--- config.mk ---
export PLATFORM = sky130hd
export DESIGN_NAME = iob_ram_sp_bist_flat
export DESIGN_NICKNAME = d
export VERILOG_FILES = /design/src/rtl/iob_ram_sp_bist_if.sv /design/src/rtl/iob_ram_sp_bist.sv /design/src/flat_wrapper.sv
export SDC_FILE = /design/constraint.sdc
export NUM_CORES = 1
export LEC_CHECK = 0
export ABC_AREA = 1
export CAP_MARGIN = 20
export CORE_UTILIZATION = 35
export DETAILED_ROUTE_END_ITERATION = 16
export GPL_TIMING_DRIVEN = 0
export PLACE_DENSITY_LB_ADDON = 0.1
export SKIP_LAST_GASP = 1
export SLEW_MARGIN = 20
export SYNTH_ARGS = -nofsm -noshare
export SYNTH_HDL_FRONTEND = slang
export SYNTH_SLANG_ARGS = --single-unit
--- constraint.sdc ---
create_clock -name clk -period 2 [get_ports clk]
set_clock_uncertainty 0.05 [all_clocks]
set_input_delay 0.4 -clock clk [delete_from_list [all_inputs] [get_ports clk]]
set_output_delay 0.4 -clock clk [all_outputs]
set_load 0.005 [all_outputs]
--- src/rtl/iob_ram_sp_bist_if.sv ---
// iob_ram_sp_bist_if: single-port RAM access bus between the BIST (master) and the RAM (slave)
interface iob_ram_sp_bist_if #(
  parameter int DATA_W = 8,
  parameter int ADDR_W = 4
);
  logic en;
  logic we;
  logic [ADDR_W-1:0] addr;
  logic [DATA_W-1:0] din;
  logic [DATA_W-1:0] dout;
  modport master(output en, we, addr, din, input dout);
  modport slave(input en, we, addr, din, output dout);
endinterface

--- src/rtl/iob_ram_sp_bist.sv ---
// iob_ram_sp_bist: single-port RAM self-test (write seed+i, read back, compare); IOB_RAM_SP_BIST_INV_EN adds an inverted second pass
module iob_ram_sp_bist #(
  parameter int DATA_W = 8,
  parameter int ADDR_W = 4
) (
  input  logic clk,
  input  logic rst,
  input  logic start,
  input  logic [DATA_W-1:0] seed,
  output logic busy,
  output logic done,
  output logic pass,
  output logic [ADDR_W-1:0] err_addr,
  output logic [DATA_W-1:0] err_data,
  iob_ram_sp_bist_if.master ram
);
  typedef enum logic [2:0] {IDLE, WRITE, READ, CHECK, DONE} state_t;
  localparam logic [ADDR_W-1:0] LAST = '1;
  state_t state;
  logic [DATA_W-1:0] seed_q;
  logic [DATA_W-1:0] chk_exp;
  logic [ADDR_W-1:0] chk_addr;
  logic [ADDR_W-1:0] nxt_addr;
  logic chk_vld;
  logic mis;
  logic last;
`ifdef IOB_RAM_SP_BIST_INV_EN
  logic phase;
`else
  localparam logic phase = 1'b0;
`endif
  function automatic logic [DATA_W-1:0] pat(input logic [DATA_W-1:0] s, input logic [ADDR_W-1:0] i, input logic inv);
    logic [DATA_W-1:0] v;
    v = s + DATA_W'(i);
    return inv ? ~v : v;
  endfunction
  assign mis = chk_vld && (ram.dout != chk_exp);
  assign last = ram.addr == LAST;
  assign nxt_addr = ram.addr + ADDR_W'(1);
  // Sequencer: walks WRITE/READ/CHECK, drives the RAM port, and records the first mismatch
  always_ff @(posedge clk) begin
    if (rst) begin
      state <= IDLE;
      busy <= 1'b0;
      done <= 1'b0;
      pass <= 1'b0;
      err_addr <= '0;
      err_data <= '0;
      seed_q <= '0;
      chk_vld <= 1'b0;
      chk_addr <= '0;
      chk_exp <= '0;
      ram.en <= 1'b0;
      ram.we <= 1'b0;
      ram.addr <= '0;
      ram.din <= '0;
`ifdef IOB_RAM_SP_BIST_INV_EN
      phase <= 1'b0;
`endif
    end else begin
      chk_vld <= (state == READ) && !mis;
      chk_addr <= ram.addr;
      chk_exp <= pat(seed_q, ram.addr, phase);
      case (state)
        IDLE: if (start) begin
          state <= WRITE;
          busy <= 1'b1;
          done <= 1'b0;
          pass <= 1'b0;
          err_addr <= '0;
          err_data <= '0;
          seed_q <= seed;
          ram.en <= 1'b1;
          ram.we <= 1'b1;
          ram.addr <= '0;
          ram.din <= seed;
`ifdef IOB_RAM_SP_BIST_INV_EN
          phase <= 1'b0;
`endif
        end
        WRITE: begin
          ram.we <= !last;
          ram.addr <= last ? '0 : nxt_addr;
          ram.din <= last ? '0 : pat(seed_q, nxt_addr, phase);
          if (last) state <= READ;
        end
        READ, CHECK: if (mis) begin
          state <= DONE;
          busy <= 1'b0;
          done <= 1'b1;
          pass <= 1'b0;
          err_addr <= chk_addr;
          err_data <= ram.dout;
          ram.en <= 1'b0;
          ram.addr <= '0;
        end else if (state == READ) begin
          ram.en <= !last;
          ram.addr <= last ? '0 : nxt_addr;
          if (last) state <= CHECK;
        end else begin
`ifdef IOB_RAM_SP_BIST_INV_EN
          if (!phase) begin
            phase <= 1'b1;
            state <= WRITE;
            ram.en <= 1'b1;
            ram.we <= 1'b1;
            ram.addr <= '0;
            ram.din <= ~seed_q;
          end else begin
            state <= DONE;
            busy <= 1'b0;
            done <= 1'b1;
            pass <= 1'b1;
          end
`else
          state <= DONE;
          busy <= 1'b0;
          done <= 1'b1;
          pass <= 1'b1;
`endif
        end
        default: state <= IDLE;
      endcase
    end
  end
endmodule

--- src/flat_wrapper.sv ---
// flat-port wrapper written by rule: the top's interface ports become plain ports
module iob_ram_sp_bist_flat 
#(
  parameter int DATA_W = 8,
  parameter int ADDR_W = 4
)
  (clk, rst, start, seed, busy, done, pass, err_addr, err_data, ram_en, ram_we, ram_addr, ram_din, ram_dout);
  iob_ram_sp_bist_if #(.DATA_W(DATA_W), .ADDR_W(ADDR_W)) ram_i ();
  input  logic clk;
  input  logic rst;
  input  logic start;
  input  logic [DATA_W-1:0] seed;
  output logic busy;
  output logic done;
  output logic pass;
  output logic [ADDR_W-1:0] err_addr;
  output logic [DATA_W-1:0] err_data;
  output wire logic [$bits(ram_i.en)-1:0] ram_en;
  output wire logic [$bits(ram_i.we)-1:0] ram_we;
  output wire logic [$bits(ram_i.addr)-1:0] ram_addr;
  output wire logic [$bits(ram_i.din)-1:0] ram_din;
  input wire logic [$bits(ram_i.dout)-1:0] ram_dout;
  assign ram_en = ram_i.en;
  assign ram_we = ram_i.we;
  assign ram_addr = ram_i.addr;
  assign ram_din = ram_i.din;
  assign ram_i.dout = ram_dout;
  iob_ram_sp_bist #(.DATA_W(DATA_W), .ADDR_W(ADDR_W)) u_core (.clk(clk), .rst(rst), .start(start), .seed(seed), .busy(busy), .done(done), .pass(pass), .err_addr(err_addr), .err_data(err_data), .ram(ram_i));
endmodule
==> impl_results.md, run 1 <==
- Outcome: finished, final reports clean
- Top_reg_cell synth: dfxtp_1
- H-tree depth: 2
- Endpoint class of the critical path: register
- CTS sink cnt: 53
- Die area: about 7300 µm²
- PortBufs: 46
- Yosys warns: 0
- Initial Util: between 30 and 40%
- Via count: 2253
- First-pass GRT wire length: around 10000 µm
- Die Span Y: 85.67 µm
- Wire length per cell: 12.41 µm
- DR iter-0 viols: between 100 and 150
- Core area: approximately 6800 µm²
- CTS Hold Bufs: 0
- Clock Tree Root: clkbuf_8
- Post-synth EDFFs: 0
- Max-cap violations: 0
- GRT Total Usage: between 15 and 20%
- Crit-path slowest cell: dfxtp_4
- Arrival time at the worst endpoint: approximately 2000 ps
- Worst Path Class, Setup: reg -> reg
- Synth Area per Inst: between 7 and 8 µm²
- Fmax: around 530 MHz
- Vias/cell: 4.617
- Worst-case vdd ir drop: 0.0004932 V
- Area leader, netlist: dfxtp_1
- Setup violators final: 0
- Max-slew headroom: roughly three fifths
- Post-route DRC: 0
- Row count: 30
- Final Instance Area: 3277 µm²
- Max-slew violations: 0
- RSZ-0062 raised after global routing: true
- TritonCTS clock tree: yes
- Skew-Pair Late Insertion Delay: around 310 ps
- Seq/Total Area, Yosys: 43.31%
- Crit-path max FO: 5
- Final worst path period need: 1887 ps
- Area added between synthesis and finish: 33.76%
- Fraction of layout cells with a size suffix above 1: about 11%
- Vias in the first global route: 2103
- Post-route setup TNS: 0 ps
- N_diodes: 0
- Cell Chain, Critical Path: buf_4 -> nand3_1 -> xor2_2 -> ha_4 -> a21oi_2 -> o21ai_4 -> a31o_2 -> nand3_1 -> a21oi_1
- Pwr Density: 1179 nW/µm²
- Crit start category: register
- Buf+Inv Stages, Crit Path: 1
- Final wirelength: approximately 6000 µm
- Tightest Pin Transition: 628.1 ps
- Leakage: around 1.3 nW
- Die X: 85.67 µm
- Antenna Nets Post-Route: 0
- Critical Path RT: about 2100 ps
- CP most frequent cell: nand3_1
- Most frequent cell after synthesis: nand2_1
- Post-DP HPWL: about 4500 µm
- Total Nets Final: between 400 and 500
- # fillers: ~730
- Drt first pass iters: 5
- Hold slack: approximately 400 ps
- Flip-flop and latch count after synthesis: between 50 and 60
- Cells after Synth: approximately 330
- Dpl cell area: 3030 µm²
- Mapped Area: around 2400 µm²
- Post-Syn Nets: around 360
- Clock Pin Slew Worst Setup and Hold Paths: approximately 100 ps
- Netlist cell types: 26
- Top cell type's share of synthesized area: between 40% and 50%
- CTS Buf Count: 5
- Fin. Hold Viols: 0
- Num ports: 48
- Top delay family on crit path: compound AO/OA/AOI/OAI gates
- RePlAce Congestion: around 0.86
- Top cells by count, synth: nand2_1 (82), dfxtp_1 (53), a21oi_1 (44)
- Async SR Flop Fraction: 0%
- Top post-synthesis cells by area: dfxtp_1 (43%), nand2_1 (13%), a21oi_1 (9.0%), nand3_1 (4.9%), inv_1 (4.7%)
- Initial antenna violation count: 0
- Pin count of the biggest net entering global routing: 17
- Hold crit path type: reg -> reg
- Longest Clk Path Bufs: 2
- Power Total: 0.003863 W
- Overflow after GRT: 0
- Max stage delay on crit path: ~380 ps
- Final Cycle Share: 94.33%
[cell type report]
cell class              count  area (µm²)  area share, %
inverters                  34       127.6          3.895
clock buffers               6       72.57          2.215
multi-input cells         234        1310          39.98
well taps                  96       120.1          3.666
repair buffers             52       505.5          15.43
clock inverters             2       15.01         0.4582
flip-flops and latches     53        1072          32.72
plain buffers              11       53.80          1.642
[layer usage]
metal  wire length, µm  vias up  GRT usage, %
li1                  -     1198             -
met1              2816      994         22.91
met2              2926       55         30.25
met3               249        6         3.657
met4                63        0         5.758
met5                 0        -             0
[tightest hold or removal path, stage by stage (launching register included)]
cell	delay, ps
dfxtp_1	320
nand2_1	60
a21oi_1	50
[report_power, final]
| part | total, W | leakage [nW] | switching [W] | internal [W] |
|---|---|---|---|---|
| registers | 0.00146 | 0.435 | 0.000153 | 0.00131 |
| clock network | 0.000622 | 0.0374 | 0.000374 | 0.000248 |
| logic | 0.00178 | 0.816 | 0.00101 | 0.000772 |
| total | 0.00386 | 1.29 | 0.00153 | 0.00233 |
[kinds of logic after synthesis]
group / count (synthesis) / synth area share, %
buffers and inverters: 45 / 7.405
adders and majority gates: 11 / 6.231
AOI/OAI and AO/OA: 71 / 15.02
DFF: 53 / 43.31
xor gates and xnor gates: 8 / 2.860
and+or+nand+nor: 144 / 25.18
[cell usage in the layout (no fill, tap or decap)]
cell type,count
a21oi_1,40
a21oi_2,3
a21oi_4,1
a22oi_1,2
a31o_2,1
a31oi_1,3
buf_1,1
buf_2,1
buf_4,7
buf_6,1
clkbuf_1,8
clkbuf_8,5
clkdlybuf4s50_1,46
clkinvlp_4,2
dfxtp_1,50
dfxtp_4,3
fa_1,1
fa_2,1
ha_1,6
ha_4,3
inv_1,31
inv_2,3
nand2_1,81
nand2_2,6
nand3_1,24
nand4_1,2
nor2_1,22
nor2_4,2
nor3_1,6
nor3_2,1
o21ai_0,18
o21ai_1,2
o21ai_4,1
xnor2_1,6
xor2_2,1
xor2_4,1
[sequential cells by signal (all words and copies together), names as in the netlist, 3 cells and up]
register         flops
u_core.chk_addr      4
u_core.chk_exp       8
u_core.err_addr      4
u_core.err_data      8
u_core.ram.addr      4
u_core.ram.din       8
u_core.seed_q        8
u_core.state         3
[final timing paths]
check	slack, ps	end	cells past startpoint	from
hold / removal	410	u_core.err_data[6]$_SDFFE_PP0P_	2	u_core.err_data[6]$_SDFFE_PP0P_
setup / recovery	110	u_core.ram.din[6]$_SDFFE_PP0P_	9	u_core.ram.addr[0]$_SDFFE_PP0P_
setup reg to reg	110	u_core.ram.din[6]$_SDFFE_PP0P_	9	u_core.ram.addr[0]$_SDFFE_PP0P_
hold reg to reg	410	u_core.err_data[6]$_SDFFE_PP0P_	2	u_core.err_data[6]$_SDFFE_PP0P_
[per-stage QoR]
stage | utilization [%] | worst slack (ps) | cells
after floorplan | - | 99.52 | 332
after global placement | 44.60 | -171.0 | 474
after detailed placement | 44.60 | -183.9 | 474
after CTS | 46.83 | -7.321 | 487
after global routing | 48.23 | -24.63 | 488
final | 48.23 | 113.5 | 488
[timing repair]
action                                  CTS  global route
endpoints found under the hold margin     0             0
endpoints found under the setup margin    4             7
setup buffers                             5             1
resized for setup                        10            14
pin swaps                                 5             4
Note: power is estimated with default switching activity, not from simulation.
==> run 2, diff against run 1 <==
Settings changed: ABC_CLOCK_PERIOD_IN_PS set to 2000, CAP_MARGIN 20 to unset.
==> results of run 2 <==
No change in the layout: final DEF, timing and power equal those of run 1.
==> run 3, diff against run 2 <==
Settings changed: CORE_ASPECT_RATIO set to 0.8.
==> run 3 against run 2 <==
  * Power rose by 2.7%
  * Global-route usage down 0.40 points
  * Wire length rose by 1.4%
  * Fmax is 1.0% lower
  * Die area hardly changed
  * Via count down 1.2%
  * Utilization rose by 1.1 points
  * Final cell count down 2.7%
  * Register-to-register slack worse by 20 ps
  * Critical path depth stayed put
  * Non-clock buffer count fell by 1
  * Clock power is 21% higher
==> impl_results.md, run 3 (synthesized netlist as in run 1, its figures left out) <==
- PortBufs: 46 (unchanged)
- RePlAce Congestion: 0.8382 (was 0.8644)
- DR iter-0 viols: 99 (was 134)
- Die area: 7340 µm² (was 7338 µm²)
- N_diodes: 0 (unchanged)
- Wire length per cell: 12.92 µm (was 12.41 µm)
- GRT Total Usage: 17.50% (was 17.90%)
- Fin. Hold Viols: 0 (unchanged)
- Die Span Y: 76.83 µm (was 85.67 µm)
- Drt first pass iters: 4 (was 5)
- Antenna Nets Post-Route: 0 (unchanged)
- Fraction of layout cells with a size suffix above 1: 10.49% (was 10.97%)
- Via count: 2227 (was 2253)
- Crit-path max FO: 5 (unchanged)
- Worst Path Class, Setup: reg -> reg (unchanged)
- Initial Util: 37.28% (was 36.06%)
- Max-slew violations: 0 (unchanged)
- Pin count of the biggest net entering global routing: 18 (was 17)
- CTS Hold Bufs: 0 (unchanged)
- Outcome: finished, final reports clean (unchanged)
- TritonCTS clock tree: yes (unchanged)
- Row count: 26 (was 30)
- Commonest non-fill, non-tap cell in the layout: nand2_1 (unchanged)
- First-pass GRT wire length: 9956 µm (was 10270 µm)
- RSZ-0062 raised after global routing: true (unchanged)
- Endpoint class of the critical path: register (unchanged)
- Setup violators final: 0 (unchanged)
- CTS Buf Count: 5 (unchanged)
- Die X: 95.54 µm (was 85.67 µm)
- Overflow after GRT: 0 (unchanged)
- Final worst slack: 93.80 ps (was 113.5 ps)
- Core area: 6571 µm² (was 6794 µm²)
- Final worst path period need: 1906 ps (was 1887 ps)
- Post-DP HPWL: 4550 µm (was 4541 µm)
- Tightest Pin Transition: 572.2 ps (was 628.1 ps)
- Final Core Density: 49.31% (was 48.23%)
- H-tree depth: 2 (unchanged)
- Post-route DRC: 0 (unchanged)
- Max-slew headroom: 61.85% (was 58.13%)
- Max-cap violations: 0 (unchanged)
- Longest Clk Path Bufs: 2 (unchanged)
- Area added between synthesis and finish: 32.28% (was 33.76%)
- Leakage: 1.302 nW (was 1.288 nW)
- Crit start category: register (unchanged)
- Final Cycle Share: 95.31% (was 94.33%)
- Critical Path RT: 2130 ps (was 2120 ps)
- Skew-Pair Late Insertion Delay: 310 ps (about the same)
- Arrival time at the worst endpoint: 2040 ps (was 2010 ps)
- Most frequent cells in the layout: nand2_1 (81), dfxtp_1 (50), clkdlybuf4s50_1 (46) (unchanged)
- Total Nets Final: 420 (was 421)
- Clock Pin Slew Worst Setup and Hold Paths: 100 ps (about the same)
- Vias/cell: 4.688 (was 4.617)
- Setup WS pre-CTS: -207.9 ps (was -183.9 ps)
- Worst-case vdd ir drop: 0.0005839 V (was 0.0004932 V)
- Fmax: 524.6 MHz (was 530.1 MHz)
- Initial antenna violation count: 0 (unchanged)
- Final wirelength: 6138 µm (was 6056 µm)
- Num ports: 48 (unchanged)
- CTS sink cnt: 53 (unchanged)
- Vias in the first global route: 2149 (was 2103)
- Clock Tree Root: clkbuf_8 (unchanged)
- Pwr Density: 1224 nW/µm² (was 1179 nW/µm²)
- Hold crit path type: reg -> reg (unchanged)
==> run 3: final timing paths <==
check / to / slack [ps] / startpoint / cells past startpoint
worst max-delay path: u_core.ram.din[4]$_SDFFE_PP0P_ / 90 / u_core.ram.addr[1]$_SDFFE_PP0P_ / 9
worst min register to register: u_core.err_addr[0]$_SDFFE_PP0P_ / 410 / u_core.err_addr[0]$_SDFFE_PP0P_ / 2
worst min-delay path: u_core.err_addr[0]$_SDFFE_PP0P_ / 410 / u_core.err_addr[0]$_SDFFE_PP0P_ / 2
worst max register to register: u_core.ram.din[4]$_SDFFE_PP0P_ / 90 / u_core.ram.addr[1]$_SDFFE_PP0P_ / 9
==> run 3: cell type report <==
cell class | count | area (µm²)
well taps | 84 | 105.1
plain buffers | 11 | 53.80
repair buffers | 51 | 498.0
fillers | 653 | 3331
multi-input cells | 234 | 1274
inverters | 34 | 127.6
flip-flops and latches | 53 | 1070
clock inverters | 3 | 43.79
clock buffers | 5 | 68.82
==> run 3: layer usage <==
layer / global-route usage (%) / share of wire [%] / vias to the layer above
li1: - / - / 1193
met1: 24.12 / 51 / 975
met2: 27.21 / 43 / 53
met3: 3.571 / 5.4 / 6
met4: 5.373 / 0.99 / 0
met5: 0 / 0 / -
==> run 3: stage by stage <==
stage / hold slack, ps / TNS, ps / cell area [µm²] / std cells / total power, W
2_1_floorplan: 396.7 / 0 / 2450 / 332 / 0.002530
3_3_place_gp: 396.4 / -1237 / 3015 / 462 / 0.003175
3_5_place_dp: 399.8 / -2026 / 3015 / 462 / 0.003185
4_1_cts: 414.8 / 0 / 3158 / 472 / 0.003978
5_1_grt: 438.0 / -20.75 / 3241 / 475 / 0.004293
6_report: 413.5 / 0 / 3241 / 475 / 0.003966
==> run 3: report_power, final <==
| part | internal (W) | switching, W | leakage (nW) | total [W] |
|---|---|---|---|---|
| Clock | 0.000376 | 0.000376 | 0.0585 | 0.000752 |
| Sequential | 0.00131 | 0.000146 | 0.435 | 0.00146 |
| Combinational | 0.000746 | 0.00101 | 0.809 | 0.00176 |
==> run 3: worst max-delay path, stage by stage (launching register included) <==
cell and delay, ps:
dfxtp_4 370, buf_4 130, nand3_1 110, xor2_2 230, ha_4 250, a21oi_1 170, o21ai_2 110, buf_4 140
o21ai_1 120, a31oi_1 90
==> run 3: repair_timing <==
action	4_1_cts	5_1_grt
pin swaps	3	5
endpoints found under the hold margin	0	0
buffers inserted	2	3
gates resized for setup	8	12
endpoints found under the setup margin	4	6
